$ cat src/rtl/text_writer.sv
// text_writer: ASCII byte stream to text-memory writes with cursor tracking; TEXT_WRITER_RESET_CLEAR_EN makes reset start a full-screen clear
module text_writer #(
  parameter int COLS = 80,
  parameter int ROWS = 60,
  parameter int ADDR_W = 13
) (
  input  logic              clock,
  input  logic              reset,
  input  logic [7:0]        char_data,
  input  logic              char_valid,
  output logic              char_ready,
  output logic [7:0]        write_data,
  output logic [ADDR_W-1:0] write_address,
  output logic              write_enable,
  output logic [6:0]        cursor_x,
  output logic [5:0]        cursor_y,
  output logic              busy
);
  typedef enum logic {IDLE, CLEAR} state_t;
  localparam int CW = ADDR_W + 1;
  localparam logic [6:0] X_MAX = 7'(COLS - 1);
  localparam logic [5:0] Y_MAX = 6'(ROWS - 1);
  localparam logic [CW-1:0] CELLS = CW'(COLS * ROWS);
  localparam logic [ADDR_W-1:0] ROW_STEP = ADDR_W'(COLS);
  localparam logic [7:0] CR = 8'h0d, LF = 8'h0a, BS = 8'h08, FF = 8'h0c;
`ifdef TEXT_WRITER_RESET_CLEAR_EN
  localparam state_t RESET_STATE = CLEAR;
`else
  localparam state_t RESET_STATE = IDLE;
`endif
  state_t state, state_next;
  logic [ADDR_W-1:0] ptr;
  logic [CW-1:0] cnt;
  logic accept, printable, last_col, last_row, clear_done;
  assign char_ready = state == IDLE;
  assign busy = state == CLEAR;
  assign accept = char_valid && char_ready;
  assign printable = char_data >= 8'h20 && char_data <= 8'h7e;
  assign last_col = cursor_x == X_MAX;
  assign last_row = cursor_y == Y_MAX;
  // the clear counter runs one past the last cell so ready stays low through the final clear write
  assign clear_done = cnt == CELLS;
  // state register
  always_ff @(posedge clock or negedge reset)
    if (!reset) state <= RESET_STATE;
    else state <= state_next;
  // FF starts a clear; a finished clear returns to accepting bytes
  always_comb begin
    state_next = (accept && char_data == FF) ? CLEAR : (busy && clear_done) ? IDLE : state;
  end
  // cursor, linear pointer and registered write port; ptr tracks y*COLS+x without a multiplier
  always_ff @(posedge clock or negedge reset)
    if (!reset) begin
      cursor_x <= '0;
      cursor_y <= '0;
      ptr <= '0;
      cnt <= '0;
      write_enable <= 1'b0;
      write_data <= '0;
      write_address <= '0;
    end else begin
      write_enable <= 1'b0;
      if (busy) begin
        if (!clear_done) begin
          write_enable <= 1'b1;
          write_data <= 8'h20;
          write_address <= cnt[ADDR_W-1:0];
          cnt <= cnt + 1'b1;
        end
      end else if (accept) begin
        if (printable) begin
          write_enable <= 1'b1;
          write_data <= char_data;
          write_address <= ptr;
          cursor_x <= last_col ? '0 : cursor_x + 1'b1;
          cursor_y <= last_col ? (last_row ? '0 : cursor_y + 1'b1) : cursor_y;
          ptr <= (last_col && last_row) ? '0 : ptr + 1'b1;
        end else if (char_data == CR) begin
          cursor_x <= '0;
          ptr <= ptr - ADDR_W'(cursor_x);
        end else if (char_data == LF) begin
          cursor_x <= '0;
          cursor_y <= last_row ? '0 : cursor_y + 1'b1;
          ptr <= last_row ? '0 : ptr - ADDR_W'(cursor_x) + ROW_STEP;
        end else if (char_data == BS) begin
          if (cursor_x != '0) begin
            cursor_x <= cursor_x - 1'b1;
            ptr <= ptr - 1'b1;
          end
        end else if (char_data == FF) begin
          cursor_x <= '0;
          cursor_y <= '0;
          ptr <= '0;
          cnt <= '0;
        end
      end
    end
endmodule

$ cat config.mk
export PLATFORM = sky130hd
export DESIGN_NAME = text_writer
export DESIGN_NICKNAME = d
export VERILOG_FILES = /design/src/rtl/text_writer.sv
export SDC_FILE = /design/constraint.sdc
export NUM_CORES = 1
export LEC_CHECK = 0
export BUFFER_PORTS_ARGS = -buffer_cell sky130_fd_sc_hd__buf_2
export CORE_ASPECT_RATIO = 0.6
export CORE_MARGIN = 3
export CORE_UTILIZATION = 59
export CTS_CLUSTER_DIAMETER = 120
export CTS_CLUSTER_SIZE = 24
export DETAILED_ROUTE_END_ITERATION = 10
export GPL_TIMING_DRIVEN = 0
export HOLD_SLACK_MARGIN = 0.02
export PLACE_DENSITY = 0.8
export SLEW_MARGIN = 30
export SYNTH_ARGS = -nofsm -noshare
export SYNTH_HDL_FRONTEND = slang
export SYNTH_SLANG_ARGS = --single-unit
$ cat constraint.sdc
create_clock -name clock -period 3.5 [get_ports clock]
set_clock_uncertainty 0.05 [all_clocks]
set_input_delay 0.35 -clock clock [delete_from_list [all_inputs] [get_ports clock]]
set_output_delay 0.35 -clock clock [all_outputs]
set_load 0.1 [all_outputs]
==> results of run 1 <==
-- worst min path at each step --
stage	to	slack, ns	startpoint	cells after the start
after floorplan	busy	0.004	reset	0
after global placement	write_address[8]	0.41	write_address[8]	2
after detailed placement	ptr[9]	0.26	reset	1
after CTS	write_data[4]	0.21	char_data[4]	2
after global routing	write_data[3]	0.23	char_data[3]	2
final	write_data[4]	0.22	char_data[4]	2
-- synthesized netlist by cell type, types with 3 or more instances --
library cell,n
clkbuf_1,18
a22o_1,6
or3_1,7
dfrtp_1,63
nor4_1,4
nand4_1,7
xor2_1,11
nor2_1,45
o21ai_0,50
buf_2,8
and2_1,3
nand2_1,64
and3_1,8
o221ai_1,3
nand2b_1,3
inv_1,20
a31oi_1,11
o22ai_1,7
or2_2,4
a211oi_1,6
nand3_1,20
o21ai_1,3
mux2i_1,13
a221oi_1,3
ha_1,16
a21oi_1,36
nor3_1,14
xnor2_1,13
-- timing repair --
item,CTS,global route
hold buffers,1,0
endpoints found under the setup margin,0,1
hold endpoints to repair,28,0
setup buffers,0,0
gates resized for setup,0,1
-- logic make-up after synthesis --
group	count (synthesis)	share of synthesized area [%]
AND/OR/NAND/NOR	200	23.3
flip-flops	63	36.7
adder cells (fa/ha/maj)	17	5.13
multiplexers	14	3.29
buffers and inverters	48	4.52
AO/OA/AOI/OAI	153	22.1
XOR/XNOR	24	4.90
-- layout by cell type, fill, tap and decap left out, types with 8 or more instances in the layout --
cell       instances
ha_1              16
nor3_1            14
dfrtp_1           63
and3_1             8
nand3_1           20
o21ai_0           50
nand2_1           64
xnor2_1           13
clkbuf_16          9
clkbuf_1          18
a21oi_1           36
xor2_1            11
buf_2             54
nor2_1            45
a31oi_1           11
mux2i_1           13
inv_1             20
-- state kept, by name (all words and copies together), names as in the netlist --
name and count:
busy 1, cnt 14, cursor_x 7, cursor_y 6, ptr 13, write_address 13
write_data 8, write_enable 1
-- power by group --
| group | switching, mW | internal [mW] |
|---|---|---|
| logic | 1.18 | 0.475 |
| registers | 0.150 | 0.862 |
| clock network | 0.360 | 0.647 |
| total | 1.69 | 1.98 |
-- metal layers --
metal	global-route usage, %	vias to the layer above
met4	9.52	0
met2	41.4	280
met1	47.5	2096
met5	0	-
met3	7.33	27
li1	-	2020
-- final cells by class --
cell class,count,area [um2],area share (%)
clock buffers,10,239,4.78
clock inverters,6,92.6,1.85
inverters,20,75.1,1.50
well taps,87,109,2.18
plain buffers,28,119,2.38
flip-flops and latches,63,1580,31.5
multi-input cells,408,2520,50.4
repair buffers,49,268,5.35
-- critical path: stages (launching register included) --
cell and delay, ns:
dfrtp_1 0.48, inv_1 0.17, ha_1 0.41, nor2_1 0.06, a211oi_1 0.42, o21ai_0 0.18
and2_1 0.19, ha_1 0.23, nor2_1 0.17, nor2_1 0.08, xnor2_1 0.14, a2111oi_0 0.42
o21ai_0 0.14
-- metrics by stage --
stage               area [um2]  std cells
floorplan                 4290        519
global placement          4640        653
detailed placement        4660        654
CTS                       5000        671
global route              5000        671
finish                    5000        671
==> impl_metrics.yaml, run 1 <==
floorplan:
  initial_core_util_pct: 62.7
  core-area_mm2: 0.00685
  rows: 23
  die_w_um: 116
  die-area_mm2: 0.00837
  die_h_um: 72.1
  num_io_pins: 48
timing:
  setup_viol: 0
  hold_viol_final: 0
  finalCriticalPeriod_ns: 3.27
  max_freq_ghz: 0.305
  setup_tns_ns: 0
  drv_slew: 0
  fin_crit_sh_pct: 93.6
  max_slew_margin_pct: 32.1
  setup_slack_ns: 0.226
  worst_pin_slew_ns: 1.01
  rsz0062_at_grt: "false"
  whs_ns: 0.222
synthesis:
  yosys_most_used_dff: "dfrtp_1"
  synth-edff-count: 0
  synth_warnings: 0
  async_reset_ff_share_pct: 100
  ys_ff_latch: 63
  synth_top_area_share_pct: 36.7
  synthCells: 519
  yosysTopAreaCell: "dfrtp_1"
  syn_area_mm2: 0.00429
  ys_seq_area_share_pct: 36.7
  synthTopCellsByArea: "dfrtp_1 (37%), o21ai_0 (5.8%), nand2_1 (5.6%)"
  syn_nets: 547
  synthDistinctLibCells: 70
  syn_area_per_cell_um2: 8.27
pwr:
  finalPower_mw: 3.67
  p_leak_nw: 2.18
  p_per_area_mw_per_mm2: 734
  ir_drop_mv: 0.488
clock_tree:
  root_buffer: "clkbuf_16"
  clk_latency_ns: 0.34
  cts_buffers: 9
  cts_tree: "yes"
  numClockSinks: 63
  cts_buffer_depth: 2
  cts_max_level: 3
  path_clk_slew_ns: 0.06
drt:
  wl_um: 12400
  vias: 4423
  drc: 0
  initialDrtViolationCount: 617
  ant_nets: 0
  dr.max_layer_used: "met4"
  first_pass_iters: 5
  wl_per_cell_um: 18.5
  wl_met3_um: 1330
  met2WireLength_um: 5090
  avgViaCountPerCell: 6.59
  met1_length_um: 5800
global_route:
  grt.total_usage_pct: 30.4
  grt_max_degree: 36
  antenna_found_initial: 0
  grt_pass1_wl_um: 19900
  grt_pass1_vias: 3910
  grt_overflow_total: 0
cells_and_area:
  nets: 607
  utilization_pct: 73.0
  diodes: 0
  drive_gt1_share_pct: 14.6
  fillCellCount: 542
  syn_to_final_growth_pct: 16.5
run:
  maxCapViolCount: 0
critical_path:
  cp_max_fo: 8
  startpoint_type: "register"
  cp-endpoint: "ptr[8]"
  arrival_ns: 3.43
  required_ns: 3.65
  reg2reg_to: "ptr[8]"
  reg2reg_slack_ns: 0.23
  reg2reg_depth: 12
  crit_path_start: "cursor_x[2]"
  critical_path_class: "register to register"
  end_kind: "register"
  rr_startpoint: "cursor_x[2]"
placement:
  gp_congestion: 0.958
  port_buffers: 47
  dp_hpwl_um: 8970
  preCtsSetupSlack_ns: 0.246
outcome:
  outcome: "finished clean"
min_path:
  hold_class: "input pin to register"
(Power assumes the default switching activity.)
==> inputs of run 2 (changes only) <==
==> constraint.sdc (replaced) <==
create_clock -name clock -period 3.5 [get_ports clock]
set_clock_uncertainty 0.05 [all_clocks]
set_input_delay 0.7 -clock clock [delete_from_list [all_inputs] [get_ports clock]]
set_output_delay 0.7 -clock clock [all_outputs]
set_load 0.1 [all_outputs]
==> impl_metrics.yaml, run 2 (same netlist as run 1, synthesis figures left out) <==
cells_and_area:
  diodes: 0
  utilization_pct: 72.9
  final_common_cell: "nand2_1"
  nets: 606
  drive_gt1_share_pct: 14.6
  stdcell_count: 670
  syn_to_final_growth_pct: 16.3
  top_register: "cnt"
  largest_register_ffs: 14
  final_cell_mix: "nand2_1 (64), dfrtp_1 (63), buf_2 (54)"
  biggestRegsByFlops: "cnt (14), ptr (13), write_address (13)"
critical_path:
  slowest_stage: "dfrtp_1"
  required_ns: 3.65
  cp_max_fo: 8
  startpoint_type: "register"
  cpPeakStageDelay_ns: 0.48
  path_common_cell: "nor2_1"
  critical_path_class: "register to register"
  end_kind: "register"
  crit_family: "compound AO/OA/AOI/OAI gates"
  path_buf_inv: 1
  arrival_ns: 3.49
  crit_chain: "inv_1 -> ha_1 -> nor2_1 -> a211oi_1 -> o21ai_0 -> and2_1 -> ha_1 -> nor2_1 -> nor2_1 -> xnor2_1 -> a2111oi_0 -> o21ai_0"
drt:
  vias: 4388
  avgViaCountPerCell: 6.55
  ant_nets: 0
  drc: 0
  initialDrtViolationCount: 557
  first_pass_iters: 6
  wl_um: 12400
  wl_per_cell_um: 18.5
clock_tree:
  clk_latency_ns: 0.34
  hold_buffers: 0
  cts_resized: 0
  cts_buffers: 9
  path_clk_slew_ns: 0.06
  post_cts_buffers: 0
  cts_buffer_depth: 2
  cts_tree: "yes"
  cts_max_level: 3
  root_buffer: "clkbuf_16"
  numClockSinks: 63
floorplan:
  core-area_mm2: 0.00685
  die-area_mm2: 0.00837
  die_h_um: 72.1
  num_io_pins: 48
  initial_core_util_pct: 62.7
  die_w_um: 116
  rows: 23
placement:
  gp_congestion: 0.958
  dp_hpwl_um: 8970
  port_buffers: 47
  dp_cells: 654
pwr:
  clkPwrFrac_pct: 27.4
  p_per_area_mw_per_mm2: 734
  ir_drop_mv: 0.486
  p_sw_share_pct: 45.9
  combPwrFrac_pct: 45.0
  p_leak_nw: 2.17
  internal-power_mw: 1.98
  power.switching_mw: 1.68
  seq_power_share_pct: 27.6
timing:
  whs_ns: 0.247
  hold_viol_final: 0
  worst_pin_slew_ns: 1.00
  setup_viol: 0
  drv_slew: 0
  max_freq_ghz: 0.300
  max_slew_margin_pct: 32.4
  setup_tns_ns: 0
  rsz0062_at_grt: "false"
  fin_crit_sh_pct: 95.4
  finalCriticalPeriod_ns: 3.34
run:
  maxCapViolCount: 0
global_route:
  antenna_found_initial: 0
  grt_pass1_wl_um: 19900
  grt_overflow_total: 0
  grt_pass1_vias: 3910
  grt_max_degree: 36
  grt.total_usage_pct: 30.4
outcome:
  outcome: "finished clean"
min_path:
  hold_class: "input pin to async pin"
[run 2: changes by cell type in the layout (fill, tap and decap cells not counted)]
cell / change
dlygate4sd3_1: -1
[run 2: final cells by class]
| class | count | area, um2 |
|---|---|---|
| clock buffers | 10 | 239 |
| repair buffers | 48 | 258 |
| well taps | 87 | 109 |
| multi-input cells | 408 | 2520 |
| inverters | 20 | 75.1 |
| clock inverters | 6 | 92.6 |
| plain buffers | 28 | 119 |
| flip-flops and latches | 63 | 1580 |
| fillers | 543 | 1860 |
[run 2: per-stage QoR]
step	power [mW]	area [um2]	setup slack, ns
2_1_floorplan	2.28	4290	0.0665
4_1_cts	3.63	4990	0.248
3_5_place_dp	2.62	4660	0.246
5_1_grt	3.84	4990	0.0735
6_report	3.67	4990	0.161
3_3_place_gp	2.57	4640	0.334
[run 2: power by group through the flow]
stage	Clock (mW)	Sequential [mW]	Combinational, mW
4_1_cts	1.00	1.00	1.62
3_3_place_gp	0	1.01	1.56
6_report	1.00	1.01	1.65
5_1_grt	1.04	1.03	1.77
3_5_place_dp	0	1.01	1.61
2_1_floorplan	0	1.42	0.859
[run 2: routing by layer]
metal  up-vias  part of all wire [%]  wire [um]  global-route usage, %
li1       2016                     -          -                      -
met1      2069                    46       5750                   47.5
met2       273                    41       5080                   41.4
met3        30                    11       1350                   7.33
met4         0                   1.7        216                   9.52
met5         -                     0          0                      0
[run 2: worst paths after layout]
| kind | start | to | slack (ns) | depth (start not counted) |
|---|---|---|---|---|
| max in group asynchronous | reset | ptr[1] | 2.63 | 2 |
| min | reset | ptr[9] | 0.25 | 1 |
| max reg2reg | cursor_x[2] | ptr[8] | 0.16 | 12 |
| min reg2reg | write_address[5] | write_address[5] | 0.42 | 2 |
| max | cursor_x[2] | ptr[8] | 0.16 | 12 |
| min in group clock | write_address[5] | write_address[5] | 0.42 | 2 |
[run 2: worst reg2reg max path: stages (launching register included)]
cell       delay [ns]
dfrtp_1          0.48
inv_1            0.18
ha_1             0.41
nor2_1           0.06
a211oi_1         0.42
o21ai_0          0.18
and2_1           0.19
ha_1             0.23
nor2_1           0.17
nor2_1           0.08
xnor2_1          0.14
a2111oi_0        0.46
o21ai_0          0.15
